$ cat config.mk
export PLATFORM = sky130hd
export DESIGN_NAME = boid_frame_writer
export DESIGN_NICKNAME = d
export VERILOG_FILES = /design/src/rtl/boid_vga_pkg.sv /design/src/rtl/boid_square_stepper.sv /design/src/rtl/boid_frame_writer.sv
export SDC_FILE = /design/constraint.sdc
export NUM_CORES = 1
export LEC_CHECK = 0
export ABC_AREA = 1
export CAP_MARGIN = 10
export CORE_MARGIN = 2
export CORE_UTILIZATION = 45
export DETAILED_ROUTE_END_ITERATION = 10
export PLACE_DENSITY_LB_ADDON = 0.12
export SLEW_MARGIN = 5
export SYNTH_ARGS = -nofsm -noshare
export SYNTH_HDL_FRONTEND = slang
export SYNTH_SLANG_ARGS = --single-unit
$ cat constraint.sdc
create_clock -name clk -period 5.3 [get_ports clk]
set_clock_uncertainty 0.1 [all_clocks]
set_input_delay 0.795 -clock clk [delete_from_list [all_inputs] [get_ports clk]]
set_output_delay 0.795 -clock clk [all_outputs]
set_load 0.05 [all_outputs]
$ cat src/rtl/boid_vga_pkg.sv
// Shared bitmap geometry, coordinate widths and writer state encoding
// for the boid frame writer and its square stepper.
package boid_vga_pkg;

  localparam int VIDEO_WIDTH = 640;
  localparam int VIDEO_HEIGHT = 480;
  localparam int PIXEL_COUNT = VIDEO_WIDTH * VIDEO_HEIGHT;
  localparam int PIXEL_ADDRESS_WIDTH = 20;
  localparam int BOID_X_WIDTH = 10;
  localparam int BOID_Y_WIDTH = 9;

  localparam logic [2:0] S_IDLE = 3'd0;
  localparam logic [2:0] S_ERASE = 3'd1;
  localparam logic [2:0] S_ACCEPT = 3'd2;
  localparam logic [2:0] S_DRAW = 3'd3;
  localparam logic [2:0] S_DONE = 3'd4;

  typedef logic [PIXEL_ADDRESS_WIDTH-1:0] pix_addr_t;

  // x + 640*y without a multiplier
  function automatic pix_addr_t pix_addr(
    input logic [10:0] x,
    input logic [9:0] y
  );
    return (pix_addr_t'(y) << 9)
         + (pix_addr_t'(y) << 7)
         + pix_addr_t'(x);
  endfunction

endpackage

$ cat src/rtl/boid_square_stepper.sv
// Walks one BOID_SIZE x BOID_SIZE square in raster order and
// produces the clipped bitmap address for the current offset.
module boid_square_stepper
  import boid_vga_pkg::*;
#(
  parameter int BOID_SIZE = 2
) (
  input  logic                    clk,
  input  logic                    reset,
  input  logic                    start,
  input  logic [BOID_X_WIDTH-1:0] base_x,
  input  logic [BOID_Y_WIDTH-1:0] base_y,
  output logic                    active,
  output logic                    running,
  output logic                    last,
  output logic                    in_range,
  output pix_addr_t               addr
);

  localparam logic [2:0] LAST = 3'(BOID_SIZE - 1);

  logic [2:0]  dx;
  logic [2:0]  dy;
  logic [10:0] x_sum;
  logic [9:0]  y_sum;

  // start yields offset (0,0) in the same cycle
  assign active = start | running;
  assign last = active && dx == LAST && dy == LAST;

  assign x_sum = {1'b0, base_x} + {8'd0, dx};
  assign y_sum = {1'b0, base_y} + {7'd0, dy};

  assign in_range = (x_sum < 11'(VIDEO_WIDTH))
                 && (y_sum < 10'(VIDEO_HEIGHT));
  assign addr = pix_addr(x_sum, y_sum);

  always_ff @(posedge clk) begin
    if (!reset) begin
      running <= 1'b0;
      dx <= '0;
      dy <= '0;
    end else if (active) begin
      if (last) begin
        running <= 1'b0;
        dx <= '0;
        dy <= '0;
      end else begin
        running <= 1'b1;
        if (dx == LAST) begin
          dx <= '0;
          dy <= dy + 3'd1;
        end else begin
          dx <= dx + 3'd1;
        end
      end
    end
  end

endmodule

$ cat src/rtl/boid_frame_writer.sv
// Per-frame erase/redraw of boid squares into the 1-bit bitmap.
// BOID_FULL_CLEAR_EN: erase sweeps the whole bitmap instead of the table.
module boid_frame_writer
  import boid_vga_pkg::*;
#(
  parameter int NUM_BOIDS = 16,
  parameter int BOID_SIZE = 2
) (
  input  logic                           clk,
  input  logic                           reset,
  input  logic                           screenEnd,
  input  logic [BOID_X_WIDTH-1:0]        boid_x,
  input  logic [BOID_Y_WIDTH-1:0]        boid_y,
  input  logic                           boid_valid,
  output logic                           boid_ready,
  output logic [PIXEL_ADDRESS_WIDTH-1:0] boid_write_address,
  output logic                           boid_write_data,
  output logic                           boid_write_en,
  output logic                           busy,
  output logic                           frame_done,
  output logic                           frame_overrun
);

  localparam int IW = (NUM_BOIDS > 1) ? $clog2(NUM_BOIDS) : 1;
  localparam logic [IW-1:0] LAST_IDX = IW'(NUM_BOIDS - 1);

  logic [2:0]              state;
  logic                    se_q;
  logic                    rise;
  logic [IW-1:0]           idx;
  logic [BOID_X_WIDTH-1:0] cur_x;
  logic [BOID_Y_WIDTH-1:0] cur_y;
  logic [BOID_X_WIDTH-1:0] base_x;
  logic [BOID_Y_WIDTH-1:0] base_y;
  logic                    step_start;
  logic                    step_en;
  logic                    step_run;
  logic                    step_last;
  logic                    step_in;
  pix_addr_t               step_addr;
  logic                    erase_step;
  logic                    erase_fin;
  logic                    take;

  assign rise = screenEnd & ~se_q;
  assign busy = state != S_IDLE;
  assign boid_ready = state == S_ACCEPT;
  assign frame_done = state == S_DONE;
  assign take = boid_ready & boid_valid;

`ifdef BOID_FULL_CLEAR_EN
  pix_addr_t clr;

  assign base_x = cur_x;
  assign base_y = cur_y;
  assign step_start = !step_run && state == S_DRAW;
  assign erase_step = 1'b0;
  assign erase_fin = clr == pix_addr_t'(PIXEL_COUNT - 1);

  always_ff @(posedge clk) begin
    if (!reset)
      clr <= '0;
    else if (state == S_ERASE)
      clr <= clr + 1'b1;
    else
      clr <= '0;
  end
`else
  logic [BOID_X_WIDTH-1:0] tab_x [NUM_BOIDS];
  logic [BOID_Y_WIDTH-1:0] tab_y [NUM_BOIDS];
  logic [NUM_BOIDS-1:0]    tab_v;

  // the table holds last frame's squares until ERASE has read them
  assign base_x = (state == S_ERASE) ? tab_x[idx] : cur_x;
  assign base_y = (state == S_ERASE) ? tab_y[idx] : cur_y;
  assign step_start = !step_run
    && ((state == S_ERASE && tab_v[idx]) || state == S_DRAW);
  assign erase_step = !tab_v[idx] || step_last;
  assign erase_fin = erase_step && idx == LAST_IDX;

  always_ff @(posedge clk) begin
    if (!reset)
      tab_v <= '0;
    else if (take)
      tab_v[idx] <= 1'b1;
  end

  always_ff @(posedge clk) begin
    if (take) begin
      tab_x[idx] <= boid_x;
      tab_y[idx] <= boid_y;
    end
  end
`endif

  boid_square_stepper #(
    .BOID_SIZE(BOID_SIZE)
  ) u_step (
    .clk(clk),
    .reset(reset),
    .start(step_start),
    .base_x(base_x),
    .base_y(base_y),
    .active(step_en),
    .running(step_run),
    .last(step_last),
    .in_range(step_in),
    .addr(step_addr)
  );

  always_ff @(posedge clk) begin
    if (!reset) begin
      state <= S_IDLE;
      idx <= '0;
      se_q <= 1'b0;
      cur_x <= '0;
      cur_y <= '0;
      frame_overrun <= 1'b0;
    end else begin
      se_q <= screenEnd;
      frame_overrun <= rise && state != S_IDLE;
      unique case (state)
        S_IDLE: begin
          if (rise) begin
            state <= S_ERASE;
            idx <= '0;
          end
        end
        S_ERASE: begin
          if (erase_fin) begin
            state <= S_ACCEPT;
            idx <= '0;
          end else if (erase_step) begin
            idx <= idx + 1'b1;
          end
        end
        S_ACCEPT: begin
          if (boid_valid) begin
            cur_x <= boid_x;
            cur_y <= boid_y;
            state <= S_DRAW;
          end
        end
        S_DRAW: begin
          if (step_last) begin
            if (idx == LAST_IDX) begin
              state <= S_DONE;
              idx <= '0;
            end else begin
              state <= S_ACCEPT;
              idx <= idx + 1'b1;
            end
          end
        end
        S_DONE: state <= S_IDLE;
        default: state <= S_IDLE;
      endcase
    end
  end

  always_ff @(posedge clk) begin
    if (!reset) begin
      boid_write_en <= 1'b0;
      boid_write_data <= 1'b0;
      boid_write_address <= '0;
    end else begin
      boid_write_en <= step_en && step_in;
      boid_write_data <= state == S_DRAW;
      boid_write_address <= step_addr;
`ifdef BOID_FULL_CLEAR_EN
      if (state == S_ERASE) begin
        boid_write_en <= 1'b1;
        boid_write_data <= 1'b0;
        boid_write_address <= clr;
      end
`endif
    end
  end

endmodule

==> results of run 1 <==
-- critical path: stages (launching register included) --
cell,delay (ns)
dfxtp_1,0.55
clkinv_1,0.23
buf_4,0.24
nand3_1,0.09
o21ai_0,0.08
nand2_1,0.08
o21ai_0,0.15
ha_1,0.36
nand3_1,0.08
and2_0,0.18
inv_1,0.06
nand3_1,0.16
nor2_4,0.18
nand3_1,0.11
nand2_1,0.10
nand2_1,0.09
fa_1,0.50
fa_1,0.47
nand3_1,0.10
nand2_1,0.10
a31oi_2,0.18
o21ai_0,0.15
nand2_1,0.09
nand2_1,0.05
a21oi_1,0.16
o21ai_1,0.09
a21oi_1,0.14
-- registers in the layout (all words and copies together) (netlist names), 4 cells and up, named ones only --
register / cells
tab_v: 16
cur_y: 9
idx: 4
tab_x: 160
cur_x: 10
tab_y: 144
boid_write_address: 20
-- worst max path at each step --
stage,start,to,slack (ns)
after floorplan,flip-flop,boid_write_address[17],0.33
after global placement,flip-flop,boid_write_address[17],0.28
after detailed placement,flip-flop,boid_write_address[18],0.26
after CTS,flip-flop,boid_write_address[17],0.18
after global routing,flip-flop,boid_write_address[17],-0.007
final,flip-flop,boid_write_address[18],0.36
-- Yosys cell counts, drive strengths merged --
| cell | n |
|---|---|
| a211oi | 2 |
| nand3b | 3 |
| nand3 | 190 |
| edfxtp | 304 |
| inv | 90 |
| xnor2 | 2 |
| dfxtp | 77 |
| o21a | 4 |
| or2 | 1 |
| o221ai | 14 |
| o21ai | 100 |
| a22oi | 1 |
| and2 | 3 |
| nor4 | 1 |
| clkbuf | 23 |
| nand2 | 391 |
| buf | 55 |
| nor3 | 6 |
| o21bai | 1 |
| fa | 5 |
| a21oi | 56 |
| o211ai | 2 |
| a31oi | 2 |
| a311oi | 1 |
| xor2 | 2 |
| nor2 | 156 |
| o22ai | 11 |
| nand4 | 6 |
| ha | 30 |
| o31ai | 1 |
| clkinv | 1 |
-- per-stage QoR --
stage / util / instances
2_1_floorplan: - / 1541
3_3_place_gp: 0.4854 / 2017
3_5_place_dp: 0.4854 / 2017
4_1_cts: 0.5251 / 2094
5_1_grt: 0.5311 / 2105
6_report: 0.5312 / 2106
-- cells in the final DEF, fill, tap and decap left out, types with 5 or more instances in the layout --
cell / netlist / layout
buf_6: 9 / 7
nor2_4: 4 / 5
ha_1: 30 / 28
nand4_1: 6 / 6
inv_2: 7 / 6
clkbuf_1: 23 / 15
dfxtp_1: 77 / 74
nor2_1: 149 / 135
o221ai_1: 14 / 14
a21oi_1: 55 / 54
clkdlybuf4s50_1: 0 / 48
nand2_1: 384 / 384
o21ai_1: 7 / 9
clkbuf_16: 0 / 46
inv_1: 82 / 81
edfxtp_1: 304 / 304
o21ai_0: 93 / 91
nor2_2: 3 / 16
buf_4: 19 / 42
clkbuf_8: 0 / 6
o22ai_1: 10 / 10
nand3_1: 186 / 186
nand2_2: 6 / 6
clkinv_2: 0 / 5
-- kinds of logic after synthesis --
family,after synthesis
compound gates,195
xor+xnor,4
fa+ha+maj,35
buf+inv,169
flops,381
simple gates,757
-- final cells by class --
cell class | count | area share
Clock inverter | 10 | 0.006738
Multi-Input combinational cell | 991 | 0.2588
Antenna cell | 1 | 0.0001321
Inverter | 91 | 0.01975
Sequential cell | 381 | 0.5638
Timing Repair inverter | 2 | 0.001321
Timing Repair Buffer | 102 | 0.05093
Tap cell | 461 | 0.03045
Clock buffer | 67 | 0.06811
-- per-layer routing --
| metal | global-route usage | share of wire | vias up |
|---|---|---|---|
| met5 | 0 | 0.00028 | - |
| met1 | 0.3154 | 0.45 | 5555 |
| met3 | 0.03627 | 0.058 | 74 |
| met2 | 0.3800 | 0.47 | 345 |
| met4 | 0.05356 | 0.021 | 2 |
| li1 | - | - | 5441 |
-- repair_timing --
item,4_1_cts,5_1_grt
resized for setup,0,31
endpoints found under the hold margin,0,0
endpoints found under the setup margin,0,6
setup buffers,0,9
-- power groups by stage --
stage	registers (mW)	logic [mW]	clock network [mW]
3_5_place_dp	3.51	2.33	0
5_1_grt	3.43	2.79	3.12
6_report	3.42	2.49	2.96
3_3_place_gp	3.50	2.32	0
2_1_floorplan	3.62	1.59	0
4_1_cts	3.44	2.34	3.00
==> impl_metrics.ini, run 1 <==
[floorplanning]
die_h_um = 194.3
die_area_mm2 = 0.03775
io_pins = 49
dieWidth_um = 194.3
coreArea_mm2 = 0.03566
rows = 69
start_util = 0.4570

[min_path]
min-delay-start = se_q
min_to = frame_overrun
hold_path.class = reg2reg
hold_path_depth = 1

[power_and_ir_drop]
total_power_mw = 8.865
p_int_mw = 5.971
peakVddDrop_mv = 0.2620
p_switching_mw = 2.894
p_sw_frac = 0.3264
power.leakage_nw = 7.097
power.share.clock = 0.334
comb_power_share = 0.281
power_density_mw_per_mm2 = 468.0
seq_power_share = 0.386

[sta]
slew_violations = 0
setup-tns-final_ns = 0
whs_ns = 0.3259
slew_headroom = 0.2551
period_needed_ns = 4.944
period_share = 0.9327
clock.fmax_mhz = 202.3
setup_viol = 0
final-hold-violation-count = 0
setup_slack_ns = 0.3564
tightest_slew_ns = 1.116

[worst_setup_path]
crit_path_end_kind = flip-flop
cp-start-kind = flip-flop
crit_type = reg2reg
r2r_cells = 26
reg2reg_to = boid_write_address[18]
cp.arrival_ns = 5.30
cp_data_required_time_ns = 5.65
reg2reg_setup_slack_ns = 0.36
cp_max_fo = 8

[finish]
drive_above_1_share = 0.1058
regArea_mm2 = 0.01068
stdcell_area_mm2 = 0.01894
multi_input_area_mm2 = 0.004901
area_delta_synth_final_pct = 16.23
final_nets = 1669
nFillCells = 3167

[synthesis]
synth_xor_area_frac = 0.002150
yosysTopAreaCell = edfxtp_1
synth_top_family_by_area = simple AND/OR/NAND/NOR gates
synth_nets = 1599
synthCells = 1541
synth_compound_area_frac = 0.06665
yosys.area_share.adder = 0.02918
synthMuxAreaShare = 0
synth-simple-area-share = 0.1974
ys_ff_latch = 381
ys.warnings.count = 0
synth-seq-area-share = 0.6548
syn_avg_cell_area_um2 = 10.57
ys_top_cells_by_area = edfxtp_1 56%, dfxtp_1 9.5%, nand2_1 8.8%
synth_area_mm2 = 0.01630
synth_top_area_share = 0.5602
synth.distinct_cells = 46

[clock_network]
h-tree-depth = 2
holdBufCountCts = 0
cts-buffers-inserted = 42
root_buffer = clkbuf_16
cts.sinks = 381
tritoncts = done
clock_path_buffers = 3
clk_pin_slew_worst_paths_ns = 0.06
clk-insertion-delay-late_ns = 0.53

[drt]
viasPerCell = 5.421
totalWireLength_mm = 43.39
drt-pass1-iter-count = 5
vias = 11420
drt-initial-drc-count = 1096
remaining_drc_errors = 0
post_drt_wl_per_cell_um = 20.60
drtAntennaViolNets = 0

[global_route]
antenna_found_initial = 2
overflow = 0
grt_pass1_wl_mm = 65.76
grt_max_degree = 68
grt_pass1_vias = 11080
track_usage = 0.2281

[place]
placed_area_mm2 = 0.01731
pre_cts_slack_ns = 0.2595
io_buffer_count = 48
dpl.hpwl_mm = 24.41
gp_congestion = 0.8338

[outcome]
status = finished, final reports clean

[run]
drv_cap = 0
Power figures use the tool's default switching activity.
==> inputs of run 2 (changes only) <==
Settings changed: CAP_MARGIN 10 to 20, CORE_MARGIN 2 to 8, CTS_BUF_LIST from default to sky130_fd_sc_hd__clkbuf_16.
==> run 2 against run 1 <==
Effect of this change:
- register-to-register slack better by 0.11 ns
- clock-buffer cell count fell by 24
- via count fell by 1.3%
- sequential share of layout area increased by 0.87 points
- largest cell class unchanged
- core utilization shrank 0.82 points
- critical path type unchanged
- final cell count shrank 0.62%
==> impl_metrics.ini, run 2 (synthesis results as in run 1) <==
[outcome]
status = finished, final reports clean

[sta]
slew_violations = 0
period_share = 0.9115
setup-tns-final_ns = 0
clock.fmax_mhz = 207.0
period_needed_ns = 4.831
setup_viol = 0
tightest_slew_ns = 0.9888
slew_headroom = 0.3401
grt_setup_unrepaired = false
final-hold-violation-count = 0

[clock_network]
clock_path_buffers = 3
cts.sinks = 381
h-tree-depth = 2
root_buffer = clkbuf_16
clk-insertion-delay-late_ns = 0.54
holdBufCountCts = 0
cts-buffers-inserted = 41
tritoncts = done
clk_pin_slew_worst_paths_ns = 0.06

[finish]
diodes = 0
reg.largest.list = tab_x: 160 flops, tab_y: 144 flops, boid_write_address: 20 flops
multi_input_area_mm2 = 0.004896
drive_above_1_share = 0.09559
largest-register = tab_x
area_delta_synth_final_pct = 14.43
layout_common_cells = 384 x nand2_1, 304 x edfxtp_1, 186 x nand3_1, 135 x nor2_1, 93 x o21ai_0
stdcell_area_mm2 = 0.01865
final_common_cell = nand2_1
nFillCells = 3151
final_nets = 1659
regArea_mm2 = 0.01068
largest_reg_flops = 160

[place]
dpl.hpwl_mm = 24.24
gp_congestion = 0.8287
placed_area_mm2 = 0.01730
io_buffer_count = 48

[power_and_ir_drop]
p_int_mw = 5.626
power_density_mw_per_mm2 = 454.2
seq_power_share = 0.404
power.share.clock = 0.311
power.leakage_nw = 6.994
p_switching_mw = 2.844
comb_power_share = 0.284
p_sw_frac = 0.3357
peakVddDrop_mv = 0.2886

[drt]
drtAntennaViolNets = 0
wl_met2_mm = 19.61
totalWireLength_mm = 42.17
met1_length_mm = 19.28
drt-initial-drc-count = 998
vias = 11270
viasPerCell = 5.387
post_drt_wl_per_cell_um = 20.15
drt-pass1-iter-count = 5
route.met3.wl_mm = 2.314
remaining_drc_errors = 0
top_layer_used = met5

[worst_setup_path]
crit_top_cell = nor2_1
cp_max_fo = 21
crit_path_end_kind = flip-flop
critical-path-max-stage-delay_ns = 0.42
cp-start-kind = flip-flop
reg2reg_setup_slack_ns = 0.47
cp_slowest_cell = fa_1
cp.arrival_ns = 5.20
cp_data_required_time_ns = 5.66
crit_type = reg2reg

[global_route]
grt_pass1_vias = 11030
overflow = 0
grt_pass1_wl_mm = 64.58
grt_max_degree = 81
track_usage = 0.1995
antenna_found_initial = 2

[floorplanning]
coreArea_mm2 = 0.03566
die_h_um = 206.3
start_util = 0.4570
die_area_mm2 = 0.04256
rows = 69
dieWidth_um = 206.3
io_pins = 49

[min_path]
hold_path.class = reg2reg

[run]
drv_cap = 0
[run 2: cell types whose count changed in the layout (fill, tap and decap cells not counted), moves of 3 or more]
cell | before | now
clkbuf_8 | 6 | 1
clkinv_1 | 2 | 14
clkbuf_16 | 46 | 43
clkinv_2 | 5 | 8
clkbuf_1 | 15 | 0
inv_1 | 81 | 90
buf_6 | 7 | 2
[run 2: critical path: cells and delay by family (launching register included)]
kind | cells | cell delay (ns)
AND/OR/NAND/NOR | 13 | 1.27
buffers and inverters | 4 | 0.39
AO/OA/AOI/OAI | 8 | 1.13
adder cells (fa/ha/maj) | 5 | 1.47
flip-flops | 1 | 0.40
[run 2: timing repair]
action                     CTS  global route
setup endpoints to repair    0             4
gates resized for setup      0            15
buffers inserted             0             3
[run 2: layout make-up]
class                      instances  share of cell area
tap                              461             0.03093
clock buffer                      43             0.05770
multi-input combinational        991              0.2625
timing repair buffer              94             0.04784
timing repair inverter             1           0.0008722
clock inverter                    31            0.008454
sequential                       381              0.5725
inverter                          91             0.01912
[run 2: final timing paths]
kind / start / endpoint / cells after the start
max: flip-flop / boid_write_address[18] / 30
min: se_q / frame_overrun / 1
max reg2reg: flip-flop / boid_write_address[18] / 30
min reg2reg: se_q / frame_overrun / 1
[run 2: through the flow]
stage	hold slack [ns]	cells	util	worst slack, ns	power [mW]
finish	0.3224	2093	0.5230	0.4690	8.470
global route	0.3395	2093	0.5230	0.02224	8.932
CTS	0.3228	2089	0.5198	0.2774	8.455
detailed placement	0.3145	2015	0.4852	0.2940	5.821
global placement	0.3117	2014	0.4844	0.4014	5.799
floorplan	0.2944	1541	-	0.3306	5.212
[run 2: power by group through the flow]
stage                     logic (mW)  clock network (mW)  registers (mW)
after CTS                       2.34                2.68            3.43
final                           2.41                2.64            3.43
after floorplan                 1.59                   0            3.62
after global placement          2.31                   0            3.49
after global routing            2.69                2.80            3.44
after detailed placement        2.33                   0            3.50
[run 2: routing by layer]
metal	vias up	global-route usage
met5	-	0
met4	4	0.05526
met3	67	0.03072
met2	321	0.3243
met1	5447	0.2755
li1	5435	-
==> inputs of run 3 (changes only) <==
--- a/config.mk
+++ b/config.mk
@@ -9,9 +9,9 @@
 export CAP_MARGIN = 20
 export CORE_MARGIN = 8
-export CORE_UTILIZATION = 45
+export CORE_UTILIZATION = 55
 export CTS_BUF_LIST = sky130_fd_sc_hd__clkbuf_16
 export DETAILED_ROUTE_END_ITERATION = 10
 export PLACE_DENSITY_LB_ADDON = 0.12
-export SLEW_MARGIN = 5
+export SLEW_MARGIN = 10
 export SYNTH_ARGS = -nofsm -noshare
 export SYNTH_HDL_FRONTEND = slang
==> constraint.sdc (replaced) <==
create_clock -name clk -period 5.3 [get_ports clk]
set_clock_uncertainty 0.1 [all_clocks]
set_input_delay 0.795 -clock clk [delete_from_list [all_inputs] [get_ports clk]]
set_output_delay 0.795 -clock clk [all_outputs]
set_load 0.005 [all_outputs]
==> run 3 against run 2 <==
Effect of this change:
- via count increased by 1.5%
- clock-buffer cell count decreased by 2
- clock power decreased by 5%
- final area decreased by 0.76%
- core utilization increased by 11 points
- sequential power about the same
- largest cell class unchanged
- register-to-register slack got worse by 0.15 ns
- die area decreased by 17%
==> impl_metrics.ini, run 3 (synthesis results as in run 1) <==
[worst_setup_path]
cp_top_family = adder cells
critical-path-max-stage-delay_ns = 0.53
cp_slowest_cell = fa_1
crit_type = reg2reg
reg2reg_setup_slack_ns = 0.32
path_cells = buf_4 > buf_8 > o21ai_0 > o221ai_1 > nand3_1 > o21ai_0 > nand2_1 > o21ai_0 > ha_1 > inv_1 > fa_1 > xnor2_1 > fa_1 > fa_1 > nand3_1 > nand2_1 > a31oi_1 > o21ai_0 > nand2_1 > nand2_1 > a21oi_1 > o21ai_1 > a21oi_1
cp.arrival_ns = 5.33
crit_path_end_kind = flip-flop
cp_data_required_time_ns = 5.65
cp-start-kind = flip-flop
cp_max_fo = 45
critPathBufInv = 3

[global_route]
track_usage = 0.2235
antenna_found_initial = 0
grt_max_degree = 55
grt_pass1_vias = 11080
grt_pass1_wl_mm = 62.16
overflow = 0

[clock_network]
cts-buffers-inserted = 39
clk-insertion-delay-late_ns = 0.53
h-tree-depth = 2
tritoncts = done
cts.sinks = 381
clk_pin_slew_worst_paths_ns = 0.06
holdBufCountCts = 0
clock_path_buffers = 3
root_buffer = clkbuf_16

[finish]
diodes = 0
reg.largest.list = tab_x: 160 flops, tab_y: 144 flops, boid_write_address: 20 flops
final_common_cell = nand2_1
layout_common_cells = 384 x nand2_1, 304 x edfxtp_1, 186 x nand3_1, 134 x nor2_1
largest-register = tab_x
nFillCells = 2356
largest_reg_flops = 160
drive_above_1_share = 0.09269
final_nets = 1659
area_delta_synth_final_pct = 13.57

[floorplanning]
start_util = 0.5542
rows = 63
die_h_um = 188.1
die_area_mm2 = 0.03539
dieWidth_um = 188.1
io_pins = 49
coreArea_mm2 = 0.02940

[place]
dpl.hpwl_mm = 23.27
gp_congestion = 0.8408
pre_cts_slack_ns = 0.1982
io_buffer_count = 48

[sta]
period_share = 0.9398
clock.fmax_mhz = 200.8
final-hold-violation-count = 0
period_needed_ns = 4.981
tightest_slew_ns = 0.7351
setup_viol = 0
setup_slack_ns = 0.3192
slew_violations = 0
slew_headroom = 0.5047

[drt]
drt-initial-drc-count = 890
totalWireLength_mm = 40.18
remaining_drc_errors = 0
post_drt_wl_per_cell_um = 19.90
drtAntennaViolNets = 0
viasPerCell = 5.668
drt-pass1-iter-count = 5
vias = 11440

[min_path]
hold_path.class = reg2reg

[power_and_ir_drop]
power.leakage_nw = 6.968
peakVddDrop_mv = 0.2717
total_power_mw = 8.158
power_density_mw_per_mm2 = 440.8

[run]
drv_cap = 0

[outcome]
status = finished, final reports clean
run 3: final timing paths:
path                       endpoint  startpoint  cells past startpoint
max          boid_write_address[18]   flip-flop                     23
max reg2reg  boid_write_address[18]   flip-flop                     23
min                   frame_overrun        se_q                      1
min reg2reg           frame_overrun        se_q                      1
run 3: metal layers:
layer,up-vias,GRT usage,share of wire
met4,0,0.07576,0.030
met1,5521,0.2952,0.42
met5,-,0,0
li1,5415,-,-
met2,414,0.3721,0.48
met3,93,0.03473,0.073
run 3: power by group:
| part | leakage (nW) | internal, mW | switching [mW] | total [mW] |
|---|---|---|---|---|
| clock network | 0.602 | 1.43 | 1.08 | 2.51 |
| logic | 3.00 | 0.769 | 1.45 | 2.22 |
| registers | 3.36 | 3.35 | 0.0756 | 3.43 |
run 3: area by class of cell:
class	instances	area, um^2	share of cell area
Multi-Input combinational cell	991	4893	0.2644
Timing Repair Buffer	97	922.1	0.04983
Clock inverter	28	138.9	0.007505
Clock buffer	41	1026	0.05544
Inverter	91	360.3	0.01947
Tap cell	390	488.0	0.02637
Sequential cell	381	10680	0.5770
run 3: repair_timing:
action | CTS | global route
setup buffers | 0 | 6
gates resized for setup | 0 | 18
setup endpoints to repair | 0 | 5
run 3: metrics by stage:
stage / utilization / cells / hold WS (ns) / cell area, um^2 / TNS (ns)
3_5_place_dp: 0.5845 / 1942 / 0.3234 / 17190 / 0
3_3_place_gp: 0.5845 / 1942 / 0.3069 / 17190 / 0
4_1_cts: 0.6242 / 2011 / 0.3319 / 18350 / 0
5_1_grt: 0.6294 / 2019 / 0.3365 / 18510 / -0.03371
2_1_floorplan: - / 1541 / 0.2944 / 16300 / 0
6_report: 0.6294 / 2019 / 0.3279 / 18510 / 0
